[config.mk]
export PLATFORM = sky130hd
export DESIGN_NAME = condicionador_botoes
export DESIGN_NICKNAME = d
export VERILOG_FILES = /design/src/rtl/condicionador_botoes.sv
export SDC_FILE = /design/constraint.sdc
export NUM_CORES = 1
export LEC_CHECK = 0
export ABC_AREA = 1
export CORE_MARGIN = 2
export CORE_UTILIZATION = 40
export DETAILED_ROUTE_END_ITERATION = 8
export PLACE_DENSITY = 0.6
export SYNTH_ARGS = -nofsm -noshare
export SYNTH_HDL_FRONTEND = slang
export SYNTH_SLANG_ARGS = --single-unit
[constraint.sdc]
create_clock -name clock -period 2.06 [get_ports clock]
set_clock_uncertainty 0.2 [all_clocks]
set_input_delay 0.206 -clock clock [delete_from_list [all_inputs] [get_ports clock]]
set_output_delay 0.206 -clock clock [all_outputs]
set_load 0.05 [all_outputs]
[src/rtl/condicionador_botoes.sv]
`default_nettype none
// ============================================================================
// Module      : condicionador_botoes
// Description : Two-flop synchroniser, debounce FSM and one-hot validation for
//               four push-buttons feeding the game circuit. Optional macro
//               PULSO_NA_SOLTURA_EN moves the jogada_valida pulse to release.
// Revision    : 1.0 - initial release
// ============================================================================
module condicionador_botoes #(
  parameter int CLOCK_FREQ  = 5000,
  parameter int DEBOUNCE_MS = 2
) (
  input  logic       clock,
  input  logic       reset,
  input  logic [3:0] botoes_in,
  output logic [3:0] botoes_out,
  output logic       jogada_valida,
  output logic       multipla,
  output logic [1:0] db_estado
);

  localparam int c_N_RAW = (CLOCK_FREQ * DEBOUNCE_MS) / 1000;
  localparam int c_N     = (c_N_RAW < 1) ? 1 : c_N_RAW;
  localparam int c_CW    = $clog2(c_N) + 1;
  localparam logic [c_CW-1:0] c_N_MAX = c_CW'(c_N - 1);
  localparam logic [c_CW-1:0] c_ONE   = c_CW'(1);

  typedef enum logic [1:0] {
    OCIOSO        = 2'd0,
    ESTABILIZANDO = 2'd1,
    PRESSIONADO   = 2'd2,
    SOLTANDO      = 2'd3
  } estado_t;

  estado_t         r_estado;
  logic [3:0]      r_sync1;
  logic [3:0]      r_sync2;
  logic [3:0]      r_amostra;
  logic [c_CW-1:0] r_cnt;
  logic [3:0]      r_botoes;
  logic            r_jogada;
  logic            r_multipla;

  logic            w_one_hot;
  logic            w_sync_zero;
  logic            w_cnt_fim;

  assign w_one_hot   = (r_amostra != 4'd0) && ((r_amostra & (r_amostra - 4'd1)) == 4'd0);
  assign w_sync_zero = (r_sync2 == 4'd0);
  assign w_cnt_fim   = (r_cnt == c_N_MAX);

  always_ff @(posedge clock) begin
    if (reset) begin
      r_estado   <= OCIOSO;
      r_sync1    <= 4'd0;
      r_sync2    <= 4'd0;
      r_amostra  <= 4'd0;
      r_cnt      <= '0;
      r_botoes   <= 4'd0;
      r_jogada   <= 1'b0;
      r_multipla <= 1'b0;
    end else begin
      r_sync1    <= botoes_in;
      r_sync2    <= r_sync1;
      r_jogada   <= 1'b0;
      r_multipla <= 1'b0;

      case (r_estado)
        OCIOSO: begin
`ifdef PULSO_NA_SOLTURA_EN
          // Code was held through the release pulse cycle; drop it now.
          r_botoes <= 4'd0;
`endif
          if (!w_sync_zero) begin
            r_estado  <= ESTABILIZANDO;
            r_amostra <= r_sync2;
            r_cnt     <= '0;
          end
        end

        ESTABILIZANDO: begin
          if (w_sync_zero) begin
            r_estado <= OCIOSO;
          end else if (r_sync2 != r_amostra) begin
            r_amostra <= r_sync2;
            r_cnt     <= '0;
          end else if (w_cnt_fim) begin
            r_estado <= PRESSIONADO;
            if (w_one_hot) begin
              r_botoes <= r_amostra;
`ifndef PULSO_NA_SOLTURA_EN
              r_jogada <= 1'b1;
`endif
            end else begin
              r_multipla <= 1'b1;
            end
          end else if (r_cnt < c_N_MAX) begin
            r_cnt <= r_cnt + c_ONE;
          end
        end

        PRESSIONADO: begin
          if (w_sync_zero) begin
            r_estado <= SOLTANDO;
            r_cnt    <= '0;
          end
        end

        SOLTANDO: begin
          if (!w_sync_zero) begin
            r_estado <= PRESSIONADO;
          end else if (w_cnt_fim) begin
            r_estado <= OCIOSO;
`ifdef PULSO_NA_SOLTURA_EN
            r_jogada <= (r_botoes != 4'd0);
`else
            r_botoes <= 4'd0;
`endif
          end else if (r_cnt < c_N_MAX) begin
            r_cnt <= r_cnt + c_ONE;
          end
        end

        default: r_estado <= OCIOSO;
      endcase
    end
  end

  assign botoes_out    = r_botoes;
  assign jogada_valida = r_jogada;
  assign multipla      = r_multipla;
  assign db_estado     = r_estado;

endmodule
`default_nettype wire

==> results of run 1 <==
flip-flops by register name (all words and copies together), names as in the netlist, named ones only:
signal / count
botoes_out: 4
r_amostra: 4
r_cnt: 5
db_estado: 1
r_sync1: 4
r_sync2: 4
multipla: 1
jogada_valida: 1
cell families (layout without fill, tap and decap cells):
kind of cell / after synthesis / after routing / share of synthesized area
flops: 25 / 25 / 0.3891
simple gates: 130 / 130 / 0.4377
buf+inv: 38 / 55 / 0.1167
compound gates: 6 / 6 / 0.02335
xor+xnor: 2 / 2 / 0.01362
fa+ha+maj: 2 / 2 / 0.01945
what timing repair did:
| action | in CTS | in global routing |
|---|---|---|
| buffers inserted | 0 | 0 |
| endpoints found under the hold margin | 0 | 0 |
| gates resized for setup | 0 | 1 |
| endpoints found under the setup margin | 0 | 1 |
| hold buffers | 0 | 0 |
worst register-to-register path, cell delays in order (launching register included):
cell and delay, ns:
dfxtp_1 0.41, inv_1 0.07, ha_1 0.18, nand2_1 0.06, inv_1 0.03, nand2_1 0.07
clkinv_1 0.10, nand2_1 0.15, nand2_1 0.11, nand3_1 0.11, nand2_1 0.05, inv_1 0.05
nor2_1 0.04
how the worst max path moves through the flow:
stage | endpoint | slack [ns] | from | cells after the start
after floorplan | botoes_out[0] | 0.24 | db_estado[0] | 10
after global placement | flop | 0.40 | r_cnt[1] | 12
after detailed placement | flop | 0.36 | r_cnt[1] | 12
after CTS | db_estado[1] | 0.001 | flop | 1
after global routing | botoes_out[2] | 0.10 | botoes_out[2] | 1
final | botoes_out[0] | 0.16 | botoes_out[0] | 1
routing by layer:
metal  track usage  up-vias
li1              -      647
met4       0.06522        0
met3       0.02985        4
met5             0        -
met2        0.2704       20
met1        0.1984      525
area by class of cell:
cell class / count / area [sq um] / share of cell area
multi-input combinational: 140 / 635.6 / 0.4233
timing repair buffer: 15 / 145.1 / 0.09667
clock buffer: 3 / 22.52 / 0.01500
clock inverter: 1 / 7.507 / 0.005000
inverter: 36 / 135.1 / 0.09000
sequential: 25 / 500.5 / 0.3333
tap: 44 / 55.05 / 0.03667
cell usage in the layout (no fill, tap or decap), types with 3 or more instances in the layout:
cell type	n
nor2_1	32
nand4_1	7
buf_4	3
a21oi_1	6
clkbuf_4	3
inv_1	31
inv_2	4
nand2_1	66
nand3_1	13
dfxtp_1	25
nand2_2	4
nor2_2	3
clkdlybuf4s50_1	11
where the power goes:
| part | internal, mW | switching, mW |
|---|---|---|
| Sequential | 0.516 | 0.0423 |
| Combinational | 0.107 | 0.199 |
| Clock | 0.0743 | 0.157 |
| Total | 0.697 | 0.398 |
Yosys cell counts:
library cell / instances
clkbuf_1: 1
nor2_2: 3
inv_1: 31
nor2_4: 1
inv_2: 4
clkinv_1: 1
nand3_1: 13
nand2_1: 66
nand2_2: 4
buf_6: 1
nand4_1: 7
nand2_4: 1
a21oi_1: 6
dfxtp_1: 25
ha_1: 2
nand3_2: 1
xor2_1: 2
nor3_1: 2
nor2_1: 32
==> qor.csv, run 1 <==
stage,metric,value,unit
power,finalPower,1.095,mW
synth,yosysSeqAreaShare,0.3891,
floorplanning,top_level_ports,14,
power,leakagePower,0.7387,nW
global_routing,grt_max_degree,16,
detailed_routing,detail_route.drc_violations,0,
flow_run,max_cap_viol_count,0,
detailed_routing,wl_met1,1251,um
clock_network,cts-root-to-sink-buffers,2,
floorplanning,initial_core_util,0.4213,
clock_network,clock_latency,0.33,ns
global_routing,first_global_vias,1080,
clock_network,cts_made_buffers,3,
detailed_routing,top_layer_used,met4,
place,detailedPlace.worstSlack,0.3633,ns
synth,synth.yosys.warnings,0,
floorplanning,chipWidth,60.71,um
power,vdd_drop_max,0.0003247,V
sta,setup-tns-final,0,ns
synth,synth.ff_latch_count,25,
sta,max_slew_margin,0.6655,
sta,final-hold-violation-count,0,
sta,setup_violations,0,
sta,worstMarginPinSlew,0.5002,ns
sta,fin_hold_ws,0.1691,ns
floorplanning,dieArea,3685,sq um
outcome,status,"complete, no violations",
critical_path,worst-endpoint-arrival,1.50,ns
synth,post-synth-top-area-fraction,0.3891,
floorplanning,placeable_area,3053,sq um
clock_network,cts-root-buf,clkbuf_4,
clock_network,cts_tree,yes,
critical_path,critPathLaunchType,flop,
detailed_routing,drt_iter0_drc,43,
place,gp_congestion,0.8629,
detailed_routing,drt-total-wl,2558,um
global_routing,grt_antenna_before_repair,0,
detailed_routing,route.detailed.vias_per_inst,4.530,
place,port-buffer-count,13,
final_layout,final_layout_size_suffix_gt1_frac,0.09545,
global_routing,gr-total-overflow,0,
critical_path,path_cells,clkdlybuf4s50_1,
final_layout,antenna-diode-count,0,
critical_path,critPathKind,reg -> out,
final_layout,fillers,341,
synth,netlist-cell-type-count,19,
synth,synthesized_nets,211,
critical_path,critical_path_peak_fanout,2,
synth,ys_top_cells_by_area,"dfxtp_1 (39%), nand2_1 (19%), nor2_1 (9.3%)",
floorplanning,core.rowCount,20,
min_path,hold_end,r_sync1[1],
synth,synth_top_area_cell,dfxtp_1,
critical_path,critical-path-top-delay-family,buffers and inverters,
critical_path,worst_path_max_delay_cell,clkdlybuf4s50_1,
place,dpl.cell_count,260,
min_path,hold_start,botoes_in[1],
clock_network,htreeDepth,1,
global_routing,grt_use_total,0.1594,
critical_path,required_time_worst_endpoint,1.65,ns
critical_path,r2r_start,r_cnt[1],
floorplanning,chipHeight,60.71,um
min_path,whs_path_depth,3,
clock_network,clk_pin_slew_worst_paths,0.15,ns
sta,worst_slack,0.1581,ns
synth,syn-cell-area,1286,sq um
synth,avgSynthCellArea,6.336,sq um
critical_path,reg2reg_setup_slack,0.34,ns
detailed_routing,dr.pass1.iters,5,
sta,final.period_utilization,0.9233,
global_routing,grt_pass1_wl,4422,um
detailed_routing,met3_length,74,um
min_path,min-delay-path-class,in -> reg,
synth,syn-instance-count,203,
place,placed_cell_area,1469,sq um
critical_path,critical_path.n_buffers_inverters,1,
final_layout,layout.core_utilization,0.4918,
detailed_routing,dr_total_vias,1196,
critical_path,rr_worst_depth,12,
critical_path,worst_setup_path_end_kind,primary output,
clock_network,clock-sinks,25,
sta,final.min_clock_period,1.902,ns
final_layout,area.growth.synth_to_final,16.73,%
detailed_routing,met2RoutedLength,1200,um
sta,grt_setup_unrepaired,false,
sta,report.final.slew_viol_count,0,
detailed_routing,drt.antenna.violating_nets,0,
final_layout,number_of_nets_in_the_layout,229,
final_layout,layoutNonFillerInstCount,264,
sta,fmaxAchievable,525.8,MHz
detailed_routing,routed_wire_length_per_instance,9.689,um
power,power_density,729.4,nW/um^2
place,dp_hpwl,1989,um
final_layout,post_route_standard_cell_area_excluding_fillers,1501,sq um
critical_path,crit_path_largest_cell_delay,0.81,ns
No activity file was read; power rests on OpenSTA's default activity.
==> inputs of run 2 (changes only) <==
--- a/config.mk
+++ b/config.mk
@@ -6,9 +6,10 @@
 export NUM_CORES = 1
 export LEC_CHECK = 0
 export ABC_AREA = 1
-export CORE_MARGIN = 2
+export CORE_MARGIN = 10
 export CORE_UTILIZATION = 40
 export DETAILED_ROUTE_END_ITERATION = 8
+export HOLD_SLACK_MARGIN = 0.03
 export PLACE_DENSITY = 0.6
 export SYNTH_ARGS = -nofsm -noshare
 export SYNTH_HDL_FRONTEND = slang
==> run 2 against run 1 <==
  * Hold slack gained 0.014 ns
  * Global-route usage decreased by 6.8 points
  * Sequential share of layout area increased by 0.28 points
  * Maximum frequency increased by 0.43%
  * Flip-flop and latch count did not move
  * Clock-buffer cell count unchanged
==> qor.csv, run 2 (synthesis gave the netlist of run 1 again) <==
stage,metric,value,unit,change
floorplanning,chipHeight,76.71,um,+26%
clock_network,cts-root-buf,clkbuf_4,,
critical_path,required_time_worst_endpoint,1.65,ns,about the same
global_routing,grt_max_degree,16,,unchanged
sta,fmaxAchievable,528.0,MHz,+0.43%
final_layout,regMostFlops,r_cnt,,
critical_path,worst_setup_path_end_kind,primary output,,
place,dp_hpwl,2075,um,+4.3%
power,power_density,726.0,nW/um^2,-0.47%
place,gp_congestion,0.8465,,-1.9%
global_routing,first_global_vias,1090,,+0.93%
floorplanning,chipWidth,76.71,um,+26%
final_layout,number_of_nets_in_the_layout,228,,-0.44%
floorplanning,placeable_area,3078,sq um,+0.82%
detailed_routing,route.detailed.vias_per_inst,4.487,,-0.96%
flow_run,max_cap_viol_count,0,,unchanged
critical_path,critPathKind,reg -> out,,
sta,grt_setup_unrepaired,false,,
floorplanning,dieArea,5884,sq um,+60%
critical_path,r2r_start,r_cnt[0],,
critical_path,rr_worst_depth,11,,-1
sta,final.period_utilization,0.9193,,-0.003948
min_path,min-delay-path-class,in -> reg,,
clock_network,holdBufCountCts,0,,unchanged
critical_path,timing.critical_path.from,botoes_out[3],,
sta,report.final.slew_viol_count,0,,unchanged
floorplanning,top_level_ports,14,,unchanged
detailed_routing,dr.pass1.iters,4,,-1
clock_network,post-cts-setup-buffer-count,0,,unchanged
critical_path,worst-endpoint-arrival,1.49,ns,about the same
global_routing,grt_antenna_before_repair,0,,unchanged
clock_network,cts-root-to-sink-buffers,2,,unchanged
floorplanning,initial_core_util,0.4179,,-0.003425
critical_path,critical-path-top-delay-family,buffers and inverters,,
place,port-buffer-count,13,,unchanged
critical_path,critPathLaunchType,flop,,
detailed_routing,routed_wire_length_per_instance,9.711,um,+0.22%
final_layout,antenna-diode-count,0,,unchanged
detailed_routing,detail_route.drc_violations,0,,unchanged
clock_network,clk_pin_slew_worst_paths,0.14,ns,about the same
detailed_routing,dr_total_vias,1180,,-1.3%
final_layout,final_layout_size_suffix_gt1_frac,0.09589,,+0.0004359
sta,fin_hold_ws,0.1831,ns,+0.01409 ns
min_path,hold_end,r_sync1[2],,
detailed_routing,drt.antenna.violating_nets,0,,unchanged
critical_path,path_cells,clkdlybuf4s50_1,,
min_path,hold_start,botoes_in[2],,
sta,setup-tns-final,0,ns,unchanged
sta,max_slew_margin,0.6632,,-0.002250
clock_network,cts_made_buffers,3,,unchanged
place,detailedPlace.worstSlack,0.3731,ns,+0.009826 ns
clock_network,cts_tree,yes,,
critical_path,reg2reg_to,botoes_out[1],,
sta,worstMarginPinSlew,0.5036,ns,+0.003364 ns
global_routing,grt_use_total,0.09182,,-0.06753
power,vdd_drop_max,0.0004358,V,+34%
critical_path,crit_path_largest_cell_delay,0.81,ns,about the same
floorplanning,core.rowCount,20,,unchanged
clock_network,clock-sinks,25,,unchanged
sta,final-hold-violation-count,0,,unchanged
critical_path,critical_path.n_buffers_inverters,1,,unchanged
clock_network,clock_latency,0.32,ns,about the same
sta,setup_violations,0,,unchanged
critical_path,worst_path_max_delay_cell,clkdlybuf4s50_1,,
critical_path,critical_path_peak_fanout,2,,unchanged
final_layout,area.growth.synth_to_final,15.76,%,
power,leakagePower,0.7182,nW,-2.8%
critical_path,reg2reg_setup_slack,0.35,ns,about the same
sta,worst_slack,0.1662,ns,+0.008132 ns
final_layout,layout.cells.most_common,nand2_1,,
final_layout,layout.cells.most_common_list,"nand2_1 (66), nor2_1 (32), inv_1 (31)",,
power,finalPower,1.081,mW,-1.3%
sta,final.min_clock_period,1.894,ns,-0.008132 ns
global_routing,grt_pass1_wl,4643,um,+5.0%
clock_network,cts-resized-gates,0,,unchanged
detailed_routing,drt-total-wl,2554,um,-0.16%
global_routing,gr-total-overflow,0,,unchanged
outcome,status,"complete, no violations",,
clock_network,htreeDepth,1,,unchanged
critical_path,cp_num_cells,1,,unchanged
min_path,whs_path_depth,3,,unchanged
detailed_routing,drt_iter0_drc,117,,+170%
final_layout,largest_register_ff_count,5,,unchanged
[run 2: worst max-delay path by stage]
stage	slack, ns	end
after floorplan	0.24	botoes_out[0]
after global placement	0.39	flop
after detailed placement	0.37	botoes_out[1]
after CTS	0.15	botoes_out[2]
after global routing	0.09	botoes_out[2]
final	0.17	botoes_out[3]
[run 2: layout make-up]
class / instances / area (sq um)
Fill cell: 334 / 1589
Clock inverter: 1 / 7.507
Clock buffer: 3 / 22.52
Timing Repair Buffer: 14 / 132.6
Tap cell: 44 / 55.05
Multi-Input combinational cell: 140 / 635.6
Sequential cell: 25 / 500.5
Inverter: 36 / 135.1
[run 2: routing by layer]
metal,share of wire,vias up,track usage,wire length (um)
met5,0,-,0,0
met4,0.011,0,0.02230,29
met3,0.045,4,0.02564,115
met2,0.46,17,0.1551,1170
met1,0.48,513,0.1116,1238
li1,-,646,-,-
[run 2: power by group]
group          internal (mW)  leakage, nW  total (mW)  switching (mW)
clock network         0.0741       0.0139       0.226           0.152
registers              0.516        0.205       0.561          0.0450
logic                  0.103        0.500       0.295           0.192
[run 2: metrics by stage]
stage | area (sq um) | cells | util
after detailed placement | 1459 | 259 | 0.4740
after global routing | 1489 | 263 | 0.4837
after CTS | 1489 | 263 | 0.4837
after floorplan | 1286 | 203 | -
final | 1489 | 263 | 0.4837
after global placement | 1459 | 259 | 0.4740
==> inputs of run 3 (changes only) <==
==> constraint.sdc (replaced) <==
create_clock -name clock -period 1.8 [get_ports clock]
set_clock_uncertainty 0.2 [all_clocks]
set_input_delay 0.18 -clock clock [delete_from_list [all_inputs] [get_ports clock]]
set_output_delay 0.18 -clock clock [all_outputs]
set_load 0.05 [all_outputs]
==> run 3 against run 2 <==
  * Clock-buffer cell count is the same
  * Total power grew 16%
  * Via count shrank 1.1%
  * First-iteration DRC count shrank 29%
  * Global-route usage is essentially flat
  * Worst setup slack gained 0.022 ns
  * Die area is the same
  * Combinational power grew 16%
  * Critical path depth grew 9
  * Clock power grew 16%
  * Utilization is essentially flat
  * Sequential power grew 15%
==> qor.csv, run 3 (synthesis gave the netlist of run 1 again) <==
stage,metric,value,unit,change
clock_network,cts-root-to-sink-buffers,2,,unchanged
global_routing,grt_use_total,0.09167,,-0.0001538
min_path,min-delay-path-class,in -> reg,,
sta,fmaxAchievable,620.4,MHz,
clock_network,cts-root-buf,clkbuf_4,,
floorplanning,initial_core_util,0.4179,,unchanged
floorplanning,dieArea,5884,sq um,unchanged
place,gp_congestion,0.8515,,+0.59%
final_layout,layoutNonFillerInstCount,263,,unchanged
global_routing,first_global_vias,1114,,+2.2%
final_layout,multi_input_comb_area,645.6,sq um,+1.6%
detailed_routing,drt_iter0_drc,83,,-29%
floorplanning,placeable_area,3078,sq um,unchanged
critical_path,reg2reg_setup_slack,0.19,ns,-0.16 ns
critical_path,worst-endpoint-arrival,1.65,ns,+0.16 ns
clock_network,clock-sinks,25,,unchanged
detailed_routing,dr.pass1.iters,5,,+1
critical_path,r2r_start,r_cnt[1],,
final_layout,layout.core_utilization,0.4833,,about the same
clock_network,clock_latency,0.32,ns,about the same
sta,final-hold-violation-count,0,,unchanged
final_layout,layout.cells.most_common,nand2_1,,
critical_path,worst_setup_path_end_kind,flop,,
power,vdd_drop_max,0.0003370,V,-23%
sta,grt_setup_unrepaired,false,,
critical_path,critical_path_peak_fanout,4,,+2
critical_path,critPathLaunchType,flop,,
clock_network,htreeDepth,1,,unchanged
final_layout,layout.cells.most_common_list,"nand2_1 (65), nor2_1 (32), inv_1 (31)",,
min_path,hold_end,r_sync1[2],,
final_layout,seq_area,504.2,sq um,+0.75%
final_layout,antenna-diode-count,0,,unchanged
floorplanning,top_level_ports,14,,unchanged
sta,setup-tns-final,0,ns,unchanged
detailed_routing,route.detailed.vias_per_inst,4.437,,-1.1%
place,dp_hpwl,2024,um,-2.4%
critical_path,reg2reg_to,r_cnt[0],,
detailed_routing,dr_total_vias,1167,,-1.1%
sta,report.final.slew_viol_count,0,,unchanged
global_routing,grt_max_degree,16,,unchanged
sta,final.period_utilization,0.8955,,
final_layout,final_layout_size_suffix_gt1_frac,0.1416,,+0.04566
clock_network,holdBufCountCts,0,,unchanged
final_layout,number_of_nets_in_the_layout,228,,unchanged
place,dpl.cell_count,259,,unchanged
final_layout,regMostFlops,r_cnt,,
clock_network,clk_pin_slew_worst_paths,0.14,ns,about the same
global_routing,grt_antenna_before_repair,0,,unchanged
clock_network,cts_made_buffers,3,,unchanged
final_layout,fillers,315,,-5.7%
outcome,status,"complete, no violations",,
power,power_density,840.9,nW/um^2,+16%
sta,final.min_clock_period,1.612,ns,
final_layout,area.growth.synth_to_final,15.66,%,about the same
global_routing,gr-total-overflow,0,,unchanged
critical_path,critPathKind,reg -> reg,,
detailed_routing,drt.antenna.violating_nets,0,,unchanged
flow_run,max_cap_viol_count,0,,unchanged
detailed_routing,drt-total-wl,2590,um,+1.4%
floorplanning,chipHeight,76.71,um,unchanged
final_layout,largest_register_ff_count,5,,unchanged
detailed_routing,detail_route.drc_violations,0,,unchanged
critical_path,required_time_worst_endpoint,1.84,ns,+0.19 ns
sta,setup_violations,0,,unchanged
floorplanning,core.rowCount,20,,unchanged
detailed_routing,routed_wire_length_per_instance,9.848,um,+1.4%
power,leakagePower,0.7346,nW,+2.3%
sta,max_slew_margin,0.8166,,+0.1534
place,port-buffer-count,13,,unchanged
min_path,hold_start,botoes_in[2],,
global_routing,grt_pass1_wl,4595,um,-1.0%
clock_network,post-cts-setup-buffer-count,0,,unchanged
critical_path,rr_worst_depth,10,,-1
min_path,whs_path_depth,3,,unchanged
floorplanning,chipWidth,76.71,um,unchanged
clock_network,cts_tree,yes,,
critical_path,timing.critical_path.from,r_cnt[1],,
sta,worstMarginPinSlew,0.2748,ns,-0.2288 ns
[run 3: critical path, cell delays in order (launching register included)]
cell	delay, ns
dfxtp_2	0.38
inv_1	0.05
ha_1	0.17
nand2_1	0.06
inv_1	0.03
nand2_1	0.07
clkinv_1	0.10
nor2_1	0.16
nand2_1	0.10
xor2_1	0.16
nor2_1	0.05
[run 3: final cells by class]
type | instances | share of cell area
clock inverter | 1 | 0.005046
tap | 44 | 0.03701
clock buffer | 3 | 0.01514
multi-input combinational | 140 | 0.4340
inverter | 36 | 0.09083
timing repair buffer | 14 | 0.07906
sequential | 25 | 0.3389
[run 3: worst max path at each step]
| stage | cells after the start | to | slack (ns) |
|---|---|---|---|
| after detailed placement | 12 | flop | 0.14 |
| after CTS | 11 | botoes_out[3] | 0.13 |
| after global placement | 11 | botoes_out[0] | 0.18 |
| after global routing | 12 | botoes_out[2] | 0.04 |
| final | 10 | r_cnt[0] | 0.19 |
| after floorplan | 9 | botoes_out[0] | 0.08 |
[run 3: repair_timing]
action	4_1_cts	5_1_grt
endpoints found under the setup margin	0	4
endpoints found under the hold margin	0	0
resized for setup	0	4
[run 3: metrics by stage]
stage	hold slack (ns)	area [sq um]	setup slack, ns	power [mW]
finish	0.1502	1488	0.1881	1.251
global route	0.1374	1488	0.03560	1.339
CTS	0.1380	1475	0.1276	1.256
detailed placement	0.1982	1445	0.1443	0.9946
global placement	0.1915	1445	0.1850	0.9841
floorplan	0.04907	1287	0.07940	0.9181
[run 3: report_power, final]
part	internal, mW	switching [mW]
sequential	0.593	0.0526
clock	0.0849	0.178
combinational	0.118	0.225
[run 3: metal layers]
metal | wire length (um) | track usage | vias to the layer above
li1 | - | - | 646
met1 | 1221 | 0.1003 | 500
met2 | 1229 | 0.1619 | 17
met3 | 108 | 0.02797 | 4
met4 | 31 | 0.03346 | 0
met5 | 0 | 0 | -
